**config.mk**
```make
export PLATFORM = sky130hd
export DESIGN_NAME = bomb_controller
export DESIGN_NICKNAME = d
export VERILOG_FILES = /design/src/rtl/bomb_pkg.sv /design/src/rtl/bomb_slot.sv /design/src/rtl/bomb_controller.sv
export SDC_FILE = /design/constraint.sdc
export NUM_CORES = 1
export LEC_CHECK = 0
export BUFFER_PORTS_ARGS = -buffer_cell sky130_fd_sc_hd__buf_2
export CORE_MARGIN = 10
export CORE_UTILIZATION = 45
export CTS_CLUSTER_SIZE = 25
export DETAILED_ROUTE_END_ITERATION = 7
export GPL_TIMING_DRIVEN = 1
export MAX_ROUTING_LAYER = met4
export PLACE_DENSITY = 0.77
export SLEW_MARGIN = 0
export SYNTH_ARGS = -nofsm -noshare
export SYNTH_HDL_FRONTEND = slang
export SYNTH_SLANG_ARGS = --single-unit
export TNS_END_PERCENT = 5
```
**constraint.sdc**
```tcl
create_clock -name clk -period 6.89 [get_ports clk]
set_clock_uncertainty 0.1 [all_clocks]
set_input_delay 1.378 -clock clk [delete_from_list [all_inputs] [get_ports clk]]
set_output_delay 1.378 -clock clk [all_outputs]
set_load 0.01 [all_outputs]
```
**src/rtl/bomb_pkg.sv**
```systemverilog
`default_nettype none
// ============================================================================
//  Module      : bomb_pkg
//  Description : Shared types and constants for the bomb controller: slot
//                state encoding, tile geometry and a small sizing helper.
//  Revision    : 1.0  initial release
// ============================================================================
package bomb_pkg;

    // Life cycle of one bomb slot
    typedef enum logic [1:0] {
        FREE    = 2'd0,
        FUSE    = 2'd1,
        EXPLODE = 2'd2
    } slot_state_e;

    localparam int TILE_SIZE  = 32;
    localparam int TILE_SHIFT = 5;

    // Larger of two integers, used to size the shared fuse/explosion counter
    function automatic int max_int(input int a, input int b);
        return (a > b) ? a : b;
    endfunction

endpackage : bomb_pkg
`default_nettype wire

```
**src/rtl/bomb_slot.sv**
```systemverilog
`default_nettype none
// ============================================================================
//  Module      : bomb_slot
//  Description : One bomb slot. Latches a tile on allocation, counts the fuse
//                down on frame pulses, then counts the explosion down and
//                returns to FREE. A single counter serves both phases.
//  Revision    : 1.0  initial release
// ============================================================================
module bomb_slot
    import bomb_pkg::*;
#(
    parameter int FUSE_FRAMES    = 90,
    parameter int EXPLODE_FRAMES = 15,
    parameter int CNT_W          = 7
) (
    input  logic        clk,
    input  logic        reset,
    input  logic        i_sof,
    input  logic        i_alloc,
    input  logic [10:0] i_tile_x,
    input  logic [10:0] i_tile_y,
    output logic        o_active,
    output logic        o_fusing,
    output logic        o_exploding,
    output logic        o_explode_start,
    output logic [10:0] o_tile_x,
    output logic [10:0] o_tile_y
);

    slot_state_e      r_state;
    slot_state_e      w_state_nxt;
    logic [CNT_W-1:0] r_count;
    logic [CNT_W-1:0] w_count_nxt;
    logic [10:0]      r_tile_x;
    logic [10:0]      r_tile_y;
    logic [10:0]      w_tile_x_nxt;
    logic [10:0]      w_tile_y_nxt;
    logic             r_explode_start;
    logic             w_explode_start_nxt;

    // State, counter, latched tile and explode pulse registers
    always_ff @(posedge clk) begin
        if (reset) begin
            r_state         <= FREE;
            r_count         <= '0;
            r_tile_x        <= '0;
            r_tile_y        <= '0;
            r_explode_start <= 1'b0;
        end else begin
            r_state         <= w_state_nxt;
            r_count         <= w_count_nxt;
            r_tile_x        <= w_tile_x_nxt;
            r_tile_y        <= w_tile_y_nxt;
            r_explode_start <= w_explode_start_nxt;
        end
    end

    // Next-state logic; an allocation ignores a coincident frame pulse so the
    // new bomb always starts with the full fuse
    always_comb begin
        w_state_nxt         = r_state;
        w_count_nxt         = r_count;
        w_tile_x_nxt        = r_tile_x;
        w_tile_y_nxt        = r_tile_y;
        w_explode_start_nxt = 1'b0;
        case (r_state)
            FREE: begin
                if (i_alloc) begin
                    w_state_nxt  = FUSE;
                    w_count_nxt  = CNT_W'(FUSE_FRAMES);
                    w_tile_x_nxt = i_tile_x;
                    w_tile_y_nxt = i_tile_y;
                end
            end
            FUSE: begin
                if (i_sof) begin
                    if (r_count == CNT_W'(1)) begin
                        w_state_nxt         = EXPLODE;
                        w_count_nxt         = CNT_W'(EXPLODE_FRAMES);
                        w_explode_start_nxt = 1'b1;
                    end else if (r_count != '0) begin
                        w_count_nxt = r_count - CNT_W'(1);
                    end
                end
            end
            EXPLODE: begin
                if (i_sof) begin
                    if (r_count == CNT_W'(1)) begin
                        // Clearing the tile here keeps FREE slots reporting 0
                        w_state_nxt  = FREE;
                        w_count_nxt  = '0;
                        w_tile_x_nxt = '0;
                        w_tile_y_nxt = '0;
                    end else if (r_count != '0) begin
                        w_count_nxt = r_count - CNT_W'(1);
                    end
                end
            end
            default: begin
                w_state_nxt  = FREE;
                w_count_nxt  = '0;
                w_tile_x_nxt = '0;
                w_tile_y_nxt = '0;
            end
        endcase
    end

    assign o_active        = (r_state != FREE);
    assign o_fusing        = (r_state == FUSE);
    assign o_exploding     = (r_state == EXPLODE);
    assign o_explode_start = r_explode_start;
    assign o_tile_x        = r_tile_x;
    assign o_tile_y        = r_tile_y;

endmodule : bomb_slot
`default_nettype wire

```
**src/rtl/bomb_controller.sv**
```systemverilog
`default_nettype none
// ============================================================================
//  Module      : bomb_controller
//  Description : Snaps the player centre to the tile grid, detects the drop
//                key edge, rejects drops onto a fusing tile or into a full
//                pool, and allocates the lowest free bomb slot.
//  Revision    : 1.0  initial release
// ============================================================================
module bomb_controller
    import bomb_pkg::*;
#(
    parameter int NUM_BOMBS      = 2,
    parameter int FUSE_FRAMES    = 90,
    parameter int EXPLODE_FRAMES = 15,
    parameter int GRID_X0        = 16,
    parameter int GRID_Y0        = 48,
    parameter int MAX_COL        = 18,
    parameter int MAX_ROW        = 12
) (
    input  logic                     clk,
    input  logic                     reset,
    input  logic                     startOfFrame,
    input  logic                     drop_bomb,
    input  logic signed [10:0]       playerTopLeftX,
    input  logic signed [10:0]       playerTopLeftY,
    output logic [NUM_BOMBS-1:0]     bomb_active,
    output logic [NUM_BOMBS-1:0]     bomb_exploding,
    output logic [NUM_BOMBS-1:0]     explode_start,
    output logic [NUM_BOMBS*11-1:0]  bombTopLeftX,
    output logic [NUM_BOMBS*11-1:0]  bombTopLeftY,
    output logic                     drop_rejected
);

    localparam int CNT_W = $clog2(max_int(FUSE_FRAMES, EXPLODE_FRAMES) + 1);

    logic                 r_drop_d;
    logic                 r_drop_rejected;
    logic                 w_drop_req;
    logic signed [11:0]   w_px_ext;
    logic signed [11:0]   w_py_ext;
    logic signed [11:0]   w_cx;
    logic signed [11:0]   w_cy;
    logic signed [11:0]   w_col_raw;
    logic signed [11:0]   w_row_raw;
    logic [10:0]          w_col;
    logic [10:0]          w_row;
    logic [10:0]          w_tile_x;
    logic [10:0]          w_tile_y;
    logic                 w_dup;
    logic                 w_any_free;
    logic                 w_reject;
    logic [NUM_BOMBS-1:0] w_free_sel;
    logic [NUM_BOMBS-1:0] w_alloc;
    logic [NUM_BOMBS-1:0] w_active;
    logic [NUM_BOMBS-1:0] w_fusing;
    logic [NUM_BOMBS-1:0] w_exploding;
    logic [NUM_BOMBS-1:0] w_explode_start;
    logic [10:0]          w_slot_x [NUM_BOMBS];
    logic [10:0]          w_slot_y [NUM_BOMBS];

    // Key history for edge detection and the registered rejection pulse
    always_ff @(posedge clk) begin
        if (reset) begin
            r_drop_d        <= 1'b0;
            r_drop_rejected <= 1'b0;
        end else begin
            r_drop_d        <= drop_bomb;
            r_drop_rejected <= w_reject;
        end
    end

    assign w_drop_req = drop_bomb & ~r_drop_d;

    // Player centre relative to the playfield origin, in 12-bit signed
    assign w_px_ext  = {playerTopLeftX[10], playerTopLeftX};
    assign w_py_ext  = {playerTopLeftY[10], playerTopLeftY};
    assign w_cx      = w_px_ext + 12'sd16 - $signed(12'(GRID_X0));
    assign w_cy      = w_py_ext + 12'sd16 - $signed(12'(GRID_Y0));
    assign w_col_raw = w_cx >>> TILE_SHIFT;
    assign w_row_raw = w_cy >>> TILE_SHIFT;

    // Clamp column and row into the playfield
    always_comb begin
        w_col = w_col_raw[10:0];
        w_row = w_row_raw[10:0];
        if (w_col_raw[11]) begin
            w_col = '0;
        end else if (w_col_raw[10:0] > 11'(MAX_COL)) begin
            w_col = 11'(MAX_COL);
        end
        if (w_row_raw[11]) begin
            w_row = '0;
        end else if (w_row_raw[10:0] > 11'(MAX_ROW)) begin
            w_row = 11'(MAX_ROW);
        end
    end

    assign w_tile_x = 11'(GRID_X0) + (w_col << TILE_SHIFT);
    assign w_tile_y = 11'(GRID_Y0) + (w_row << TILE_SHIFT);

    // Duplicate check against fusing slots; exploding tiles may be reused
    always_comb begin
        w_dup = 1'b0;
        for (int i = 0; i < NUM_BOMBS; i++) begin
            if (w_fusing[i] && (w_slot_x[i] == w_tile_x) && (w_slot_y[i] == w_tile_y)) begin
                w_dup = 1'b1;
            end
        end
    end

    // Lowest-index free slot, judged on slot states at the start of the cycle
    always_comb begin
        w_free_sel = '0;
        w_any_free = 1'b0;
        for (int i = 0; i < NUM_BOMBS; i++) begin
            if (!w_active[i] && !w_any_free) begin
                w_free_sel[i] = 1'b1;
                w_any_free    = 1'b1;
            end
        end
    end

    assign w_reject = w_drop_req & (w_dup | ~w_any_free);
    assign w_alloc  = w_free_sel & {NUM_BOMBS{w_drop_req & ~w_dup}};

    generate
        for (genvar gi = 0; gi < NUM_BOMBS; gi++) begin : g_slot
            bomb_slot #(
                .FUSE_FRAMES    (FUSE_FRAMES),
                .EXPLODE_FRAMES (EXPLODE_FRAMES),
                .CNT_W          (CNT_W)
            ) u_slot (
                .clk             (clk),
                .reset           (reset),
                .i_sof           (startOfFrame),
                .i_alloc         (w_alloc[gi]),
                .i_tile_x        (w_tile_x),
                .i_tile_y        (w_tile_y),
                .o_active        (w_active[gi]),
                .o_fusing        (w_fusing[gi]),
                .o_exploding     (w_exploding[gi]),
                .o_explode_start (w_explode_start[gi]),
                .o_tile_x        (w_slot_x[gi]),
                .o_tile_y        (w_slot_y[gi])
            );
            assign bombTopLeftX[11*gi +: 11] = w_slot_x[gi];
            assign bombTopLeftY[11*gi +: 11] = w_slot_y[gi];
        end
    endgenerate

    assign bomb_active    = w_active;
    assign bomb_exploding = w_exploding;
    assign explode_start  = w_explode_start;
    assign drop_rejected  = r_drop_rejected;

endmodule : bomb_controller
`default_nettype wire

```
==> impl_results.md <==
* Port Buffers at 50
* Switch Pwr at about 0.00022 W
* Slew HR at 49.7%
* Worst Setup End Kind: register
* Worst-Margin Slew at between 0.7 and 0.8 ns
* Synth cell types at 83
* Critical Path RT at 7.02 ns
* Hold Path Stages at 2
* Clk sinks at 48
* Die W at 108 um
* Drt pass-1 iters at 6
* Die Area at 11700 um2
* CP Data Arrival Time at between 5 and 6 ns
* Worst-case vdd ir drop at 0.0000911 V
* Vias post-DR at 3142
* WL/cell at 16.5 um
* Post-synth top area share at a little over a quarter
* I/O Pins at 77
* Power share of the clock group at 30.4%
* CORE AREA at 7650 um2
* Type of the most critical hold path: reg2reg
* Pint at around 0.00046 W
* CP max FO at 12
* HPWL after DPL at 6750 um
* Largest net degree at the start of global routing at 34
* All-layer global routing usage at between 10% and 20%
* Design area at 3750 um2
* RD Place Congestion at 0.881
* Setup_tns at 0 ns
* Power per standard cell area at 180 nW/um2
* Final Hold Fails at 0
* Mapped Cells at 414
* DP Area at 3640 um2
* H-tree levels at 2
* Clk buf depth at 2
* Max Slew Vio Count at 0
* Worst-skew pair later-pin latency at 0.31 ns
* Run status: complete, no violations
* Mean post-synth cell area at 8.44 um2
* Post-CTS setup buffer count at 0
* R2R depth at 8
* Logic gate share of total power at roughly 25%
* Num rows at 32
* Seq pwr share at approximately 45%
* Leak Pwr at between 1.5 and 2 nW
* Sequential Area at 961 um2
* Synth async-reset ratio at 0%
* Top post-synthesis cells by area: dfxtp_1 (27%), buf_4 (6.2%), o32ai_2 (3.7%)
* Ratio of cells with drive above 1 in the final layout at around 20%
* Fmax at 0.171 GHz
* Nets at between 400 and 500
* # diodes at 0
* CP Class: in2reg
* CTS buffer count at 5
* Drt total wl at ~9000 um
* CTS Root Cell: clkbuf_8
* Register bit total from synthesis at 48
* Worst-path clk slew at around 0.090 ns
* Starting Density at 45.7%
* Synth warn at 0
* DIE HEIGHT at 108 um
* Switching Fraction at 32.3%
* First-pass GRT wire length at 15000 um
* Final Cycle Share at between 80% and 90%
* Startpoint Class: primary input
* Antenna violations before repair at 0
* Min cycle time layout at 5.84 ns
* Post-CTS Resized at 0
* Unrepaired setup endpoints after global routing: false
* Drt via density at 5.74
* Iter 0 DRT Violations at about 180
* Hold_buf cts at 0
* Post-synthesis sequential area ratio at between 20% and 30%
* Post-synth top area cell: dfxtp_1
* Netlist Area Pre-Place at 3500 um2
* CTS tree: built
* Filler Cell Count at 735
* Max-cap viol count at 0
* Drc violations at 0
* Layout area overhead at 7.30%
* Area occupied by multi-input gates at 2190 um2
* Synth Flop Type: dfxtp_1
* Vias in the first global route at 3130
* GR Overflow Total at 0
* Antenna-violating nets left at 0
* EDFF count, synth at 0
* # setup viols final at 0
==> critical path: stages <==
cell,delay (ns)
buf_2,0.18
inv_1,0.11
ha_1,0.29
or3b_1,0.39
a22oi_2,0.17
o311a_2,0.24
nand2_1,0.08
nor2_1,0.21
ha_1,0.33
xor2_1,0.17
or4_1,0.52
a311oi_1,0.24
nand4_1,0.23
a2111oi_4,0.50
a31oi_4,0.22
a21bo_1,0.44
o22ai_1,0.26
==> placed cells by master, fill, tap and decap left out, types with 3 or more instances in the layout <==
cell type	Yosys	layout
nand4b_1	3	3
xnor2_1	7	7
o32ai_1	5	5
nor3_1	14	14
a31o_2	4	4
o211ai_1	3	3
conb_1	1	16
nand2_1	33	33
mux2i_1	3	3
a2bb2oi_1	3	3
clkbuf_8	0	5
o32ai_2	8	8
ha_1	9	9
and3_1	6	6
dfxtp_1	48	48
buf_2	4	50
nor3b_1	3	3
xor2_1	6	6
nor2_1	23	23
nand4_1	8	8
a22o_1	8	8
a21oi_1	22	22
nor2b_1	8	8
o21ai_0	15	15
inv_1	29	29
a21o_1	3	3
nand3_1	8	8
o22ai_1	3	3
a31oi_1	10	10
a211oi_1	5	5
nand2b_1	9	9
or3_1	5	5
==> per-stage QoR <==
step | worst slack (ns) | util, % | total power (W) | hold WS (ns) | cells
after floorplan | 1.40 | - | 0.000444 | 0.347 | 429
after global placement | 0.853 | 47.6 | 0.000467 | 0.365 | 539
after detailed placement | 0.750 | 47.6 | 0.000473 | 0.379 | 539
after CTS | 1.06 | 49.1 | 0.000674 | 0.391 | 547
after global routing | 0.710 | 49.1 | 0.000710 | 0.422 | 547
final | 1.05 | 49.1 | 0.000675 | 0.388 | 547
==> power by group through the flow <==
stage / logic (W) / registers [W] / clock network (W)
after floorplan: 0.000138 / 0.000306 / 0
after global placement: 0.000159 / 0.000308 / 0
after detailed placement: 0.000165 / 0.000308 / 0
after CTS: 0.000166 / 0.000302 / 0.000207
after global routing: 0.000187 / 0.000304 / 0.000219
final: 0.000168 / 0.000302 / 0.000206
==> cell type report <==
class / instances / area share (%)
Clock buffer: 6 / 1.93
Tap cell: 102 / 3.40
Timing Repair Buffer: 50 / 6.67
Inverter: 30 / 3.00
Sequential cell: 48 / 25.6
Clock inverter: 2 / 0.934
Multi-Input combinational cell: 309 / 58.4
==> cells by family (layout without fill, tap and decap cells) <==
| group | Yosys count | in the layout | synth area share [%] |
|---|---|---|---|
| XOR/XNOR | 14 | 14 | 3.90 |
| flip-flops | 48 | 48 | 27.5 |
| AO/OA/AOI/OAI | 121 | 121 | 29.3 |
| multiplexers | 4 | 4 | 1.18 |
| AND/OR/NAND/NOR | 144 | 144 | 23.1 |
| adder cells (fa/ha/maj) | 10 | 10 | 3.51 |
| other | 1 | 16 | 0.107 |
| buffers and inverters | 72 | 88 | 11.4 |
==> cell usage after synthesis, types with 3 or more instances <==
master / n
dfxtp_1: 48
nor2b_1: 8
o32ai_2: 8
nor3_1: 14
xor2_1: 6
a22o_1: 8
xnor2_1: 7
and3_1: 6
a21oi_1: 22
o22ai_1: 3
mux2i_1: 3
ha_1: 9
or3_1: 5
nand4b_1: 3
o21ai_0: 15
a21o_1: 3
nand2_1: 33
o32ai_1: 5
buf_4: 29
nand2b_1: 9
buf_2: 4
o211ai_1: 3
a211oi_1: 5
nand3_1: 8
a2bb2oi_1: 3
nor3b_1: 3
a31oi_1: 10
nand4_1: 8
nor2_1: 23
a31o_2: 4
clkbuf_1: 7
inv_1: 29
==> state kept, by name, indices dropped and copies added, names as in the netlist <==
signal,flops
drop_rejected,1
r_drop_d,1
g_slot.u_slot.o_tile_y,14
g_slot.u_slot.r_state,4
g_slot.u_slot.r_count,14
g_slot.u_slot.o_tile_x,12
g_slot.u_slot.o_explode_start,2
==> routing by layer <==
layer | track usage [%] | share of wire (%)
met1 | 19.4 | 45
met2 | 25.0 | 47
met3 | 3.03 | 6.0
met4 | 5.53 | 1.3
met5 | - | 0
==> worst paths after layout <==
check	startpoint	to	slack, ns
min	g_slot[0].u_slot.r_count[6]$_SDFFE_PP0P_	g_slot[0].u_slot.r_count[6]$_SDFFE_PP0P_	0.39
max	playerTopLeftY[5]	g_slot[1].u_slot.o_tile_x[9]$_SDFFE_PP0P_	1.05
min reg2reg	g_slot[0].u_slot.r_count[6]$_SDFFE_PP0P_	g_slot[0].u_slot.r_count[6]$_SDFFE_PP0P_	0.39
max reg2reg	g_slot[0].u_slot.r_state[0]$_SDFFE_PP0P_	g_slot[1].u_slot.o_tile_x[9]$_SDFFE_PP0P_	3.62
Note: power is estimated with default switching activity, not from simulation.
